--- src/rtl/pulse_rate_meter.sv ---
// pulse_rate_meter: synchronises and debounces a beat pulse, counts beats per window, reports saturated BPM.
module pulse_rate_meter #(
  parameter int TICK_DIV       = 50000,
  parameter int DEBOUNCE_TICKS = 20,
  parameter int WINDOW_TICKS   = 15000,
  parameter int BPM_SCALE      = 4,
  parameter int BPM_MAX        = 250
) (
  input  logic       clk,
  input  logic       rst,
  input  logic       enable,
  input  logic       pulse_in,
  output logic [7:0] bpm,
  output logic       bpm_valid,
  output logic       beat,
  output logic       no_signal
);
  localparam int PW = $clog2(TICK_DIV);
  localparam int DW = $clog2(DEBOUNCE_TICKS + 1);
  localparam int WW = $clog2(WINDOW_TICKS + 1);
  typedef enum logic [1:0] {IDLE, MEASURE, REPORT} state_t;
  state_t state_q, state_d;
  logic s1_q, sync_q, deb_q, deb_d;
  logic [PW-1:0] presc_q, presc_d;
  logic [DW-1:0] dcnt_q, dcnt_d, dbt;
  logic [WW-1:0] wcnt_q, wcnt_d;
  logic [7:0] cnt_q, cnt_d, cnt_inc, bpm_q, bpm_d;
  logic [15:0] prod;
  logic bpm_valid_q, bpm_valid_d, beat_q, beat_d, no_signal_q, no_signal_d;
  logic tick, deb_flip, report;
  always_comb begin
    tick        = presc_q == PW'(TICK_DIV - 1);
    presc_d     = (state_q == IDLE || tick) ? '0 : presc_q + PW'(1);
    dbt         = dcnt_q + DW'(1);
    deb_flip    = sync_q != deb_q && tick && dbt == DW'(DEBOUNCE_TICKS);
    deb_d       = deb_flip ? sync_q : deb_q;
    dcnt_d      = (sync_q == deb_q || deb_flip) ? '0 : tick ? dbt : dcnt_q;
    beat_d      = deb_flip && sync_q && state_q != IDLE;
    cnt_inc     = (beat_q && cnt_q != 8'hFF) ? cnt_q + 8'd1 : cnt_q;
    // enable low on the closing tick suppresses the report entirely
    report      = enable && state_q == MEASURE && tick && wcnt_q == WW'(WINDOW_TICKS - 1);
    prod        = 16'(cnt_inc) * 16'(BPM_SCALE);
    state_d     = !enable ? IDLE : state_q == IDLE ? MEASURE : report ? REPORT : MEASURE;
    wcnt_d      = state_q != MEASURE ? '0 : tick ? wcnt_q + WW'(1) : wcnt_q;
    // a beat landing in the REPORT cycle seeds the next window
    cnt_d       = state_q == IDLE ? 8'd0 : state_q == REPORT ? {7'd0, beat_q} : cnt_inc;
    bpm_d       = report ? (prod > 16'(BPM_MAX) ? 8'(BPM_MAX) : prod[7:0]) : bpm_q;
    bpm_valid_d = report;
    no_signal_d = report ? cnt_inc == 8'd0 : beat_q ? 1'b0 : no_signal_q;
  end
  always_ff @(posedge clk or posedge rst) begin
    if (rst) begin
      state_q     <= IDLE;
      s1_q        <= 1'b0;
      sync_q      <= 1'b0;
      deb_q       <= 1'b0;
      presc_q     <= '0;
      dcnt_q      <= '0;
      wcnt_q      <= '0;
      cnt_q       <= '0;
      bpm_q       <= '0;
      bpm_valid_q <= 1'b0;
      beat_q      <= 1'b0;
      no_signal_q <= 1'b0;
    end else begin
      state_q     <= state_d;
      s1_q        <= pulse_in;
      sync_q      <= s1_q;
      deb_q       <= deb_d;
      presc_q     <= presc_d;
      dcnt_q      <= dcnt_d;
      wcnt_q      <= wcnt_d;
      cnt_q       <= cnt_d;
      bpm_q       <= bpm_d;
      bpm_valid_q <= bpm_valid_d;
      beat_q      <= beat_d;
      no_signal_q <= no_signal_d;
    end
  end
  assign bpm       = bpm_q;
  assign bpm_valid = bpm_valid_q;
  assign beat      = beat_q;
  assign no_signal = no_signal_q;
endmodule

--- config.mk ---
export PLATFORM = sky130hd
export DESIGN_NAME = pulse_rate_meter
export DESIGN_NICKNAME = d
export VERILOG_FILES = /design/src/rtl/pulse_rate_meter.sv
export SDC_FILE = /design/constraint.sdc
export NUM_CORES = 1
export LEC_CHECK = 0
export BUFFER_PORTS_ARGS = -buffer_cell sky130_fd_sc_hd__buf_2
export CORE_MARGIN = 4
export CORE_UTILIZATION = 29
export CTS_CLUSTER_DIAMETER = 30
export DETAILED_ROUTE_END_ITERATION = 8
export GPL_ROUTABILITY_DRIVEN = 0
export SLEW_MARGIN = 40
export SYNTH_ARGS = -nofsm -noshare
export SYNTH_HDL_FRONTEND = slang
export SYNTH_SLANG_ARGS = --single-unit
--- constraint.sdc ---
create_clock -name clk -period 2.4 [get_ports clk]
set_input_delay 0 -clock clk [delete_from_list [all_inputs] [get_ports clk]]
set_output_delay 0 -clock clk [all_outputs]
set_load 0.01 [all_outputs]
==> results_dict.tcl <==
set metrics [dict create \
    outcome "finished clean" \
    wire_per_inst_um 12.8 \
    worstPathMaxFanout 4 \
    final_max_slew_viol_count 0 \
    hold_violations 0 \
    synth_area_mm2 0.00298 \
    power_density_mw_per_mm2 512 \
    critPathRequiredTime_ps 2610 \
    max_cap_viol_count 0 \
    ios 15 \
    initial_core_util 0.301 \
    cts_max_level 3 \
    synthTopCellsByArea "dfrtp_1 49%, nor2_1 4.5%, xnor2_1 4.4%" \
    placed_area_mm2 0.00328 \
    area_delta_synth_final_pct 17.5 \
    cts_tree "built" \
    leakagePower_nw 1.56 \
    yosysWarnings 0 \
    cts.path.max_buffers 2 \
    post-route-util 0.353 \
    crit_path_start_kind "flip-flop" \
    route.detailed.drc 0 \
    netSwitchingFraction 0.228 \
    synth_area_leader_cell "dfrtp_1" \
    fin_tns_setup_ps 0 \
    cp.arrival_ps 2510 \
    numCtsBuffers 9 \
    netSwitchingPower_mw 0.408 \
    cp-end-kind "flip-flop" \
    die_w_um 109 \
    synth_edf_count 0 \
    grt_usage 0.116 \
    drt_first_iter_violations 111 \
    antenna_found_initial 0 \
    post-synth-top-count-cell "dfrtp_1" \
    hold_class "primary input to asynchronous set/reset pin" \
    grt_overflow_total 0 \
    yosys.cell_types.count 53 \
    path_buf_inv 0 \
    slowest_stage "or4bb_4" \
    clkTransAtPathRegs_ps 60 \
    ir_drop_mv 0.230 \
    cp_top_family "simple AND/OR/NAND/NOR gates" \
    p_seq_frac 0.552 \
    grt_pass1_wl_um 11000 \
    synthCells 299 \
    coreArea_mm2 0.00991 \
    design_area_mm2 0.00350 \
    period_needed_ps 2290 \
    grt_max_degree 26 \
    antenna_left 0 \
    vias 2256 \
    async_flop_share 1.00 \
    synth_flop_cell "dfrtp_1" \
    first_pass_iters 4 \
    maxSlewHeadroom 0.546 \
    criticalPathCategory "flip-flop to flip-flop" \
    comb_power_share 0.030 \
    fmax_ghz 0.436 \
    finalWirelength_um 6010 \
    nets 343 \
    avgSynthCellArea_um2 9.97 \
    worst_pin_slew_ps 681 \
    viasPerCell 4.80 \
    crit_chain "or4bb_4 -> or4_4 -> nor3_2 -> nand4_1 -> mux2_1" \
    ys_ff_latch 58 \
    numPortBuffers 13 \
    synth_top_cell_area_share 0.487 \
    finalSetupViolCount 0 \
    slowest_delay_ps 560 \
    finClkSkew_ps 4.97 \
    chipHeight_um 109 \
    clk_latency_ps 330 \
    drive_gt1_frac 0.181 \
    fp.dieArea_mm2 0.0120 \
    period_share 0.955 \
    std_cell_rows 36 \
    synth_fp_nets 308 \
    antenna_cells 0 \
    dpl.hpwl_um 4400 \
    intPower_mw 1.38 \
    ys_top_cells_by_count "58 x dfrtp_1, 36 x nor2_1, 24 x nand2_1" \
    clkSinkCount 58 \
    clock_power_share 0.418 \
    holdWs_ps 137 \
    root_buffer "clkbuf_8" \
    ys_seq_area_frac 0.487 \
    rsz0062_at_grt "false" \
    grt_pass1_vias 2236 \
]
[metal layers]
metal / share of wire / track usage / up-vias
met5: 0 / 0 / -
li1: - / - / 1118
met1: 0.47 / 0.152 / 1105
met2: 0.48 / 0.184 / 25
met3: 0.025 / 0.0282 / 8
met4: 0.016 / 0.0481 / 0
[final timing paths]
path                       cells past startpoint  startpoint  slack, ps    endpoint
setup / recovery                               5  presc_q[4]        110  wcnt_q[13]
hold / removal                                 3         rst        140      bpm[7]
setup reg to reg                               5  presc_q[4]        110  wcnt_q[13]
hold reg to reg                                0        s1_q        360      sync_q
max in group asynchronous                      4         rst       1670   dcnt_q[4]
min in group clk                               2    pulse_in        320        s1_q
[cell families (layout without fill, tap and decap cells)]
group,Yosys count,after routing,synth area share
DFF,58,58,0.487
and+or+nand+nor,142,142,0.270
xor gates and xnor gates,30,30,0.0881
buffers and inverters,18,56,0.0285
adders and majority gates,5,5,0.0210
AOI/OAI and AO/OA,39,39,0.0822
other,1,1,0.00126
muxes,6,6,0.0222
[worst min-delay path: stages]
cell and delay [ps]:
dlygate4sd3_1 520, buf_2 120, inv_2 200
[state kept, by name, summed over array words and instances (netlist names)]
signal,cells
wcnt_q,14
no_signal,1
cnt_q,8
deb_q,1
beat,1
bpm,7
state_q,2
dcnt_q,5
s1_q,1
sync_q,1
presc_q,16
bpm_valid,1
[power by group through the flow]
stage	Sequential [mW]	Combinational, mW	Clock (mW)
floorplan	1.01	0.0351	0
global placement	1.01	0.0533	0
detailed placement	1.01	0.0535	0
CTS	0.989	0.0574	0.778
global route	0.989	0.0649	0.822
finish	0.989	0.0545	0.748
[cells in the final DEF (no fill, tap or decap), drive strengths merged, types with 5 or more instances in the layout]
cell type  count
dfrtp         58
nor2          36
buf           30
nand2         25
o21ai         16
xor2          15
xnor2         15
nand4         14
nand3         11
clkbuf        10
a21oi          9
inv            9
and3           8
nor3           7
and2           6
or3            6
ha             5
mux2           5
[layout make-up]
type                            count  area [µm²]
Fill cell                        1035        6410
Tap cell                          133         166
Timing Repair Buffer               33         223
Clock buffer                       10         138
Inverter                            9        33.8
Multi-Input combinational cell    223        1470
Clock inverter                      4        20.0
Sequential cell                    58        1450
[stage by stage]
stage	total power [mW]	cells	worst slack [ps]
after floorplan	1.04	299	148
after global placement	1.06	451	60.6
after detailed placement	1.06	451	20.2
after CTS	1.82	468	29.7
after global routing	1.88	470	16.5
final	1.79	470	109
[what timing repair did]
item / in CTS / in global routing
gates resized for setup: 1 / 3
hold endpoints to repair: 60 / 0
endpoints found under the setup margin: 2 / 6
pin swaps: 0 / 2
hold buffers: 3 / 0
setup buffers: 0 / 2
(Power assumes the default switching activity.)
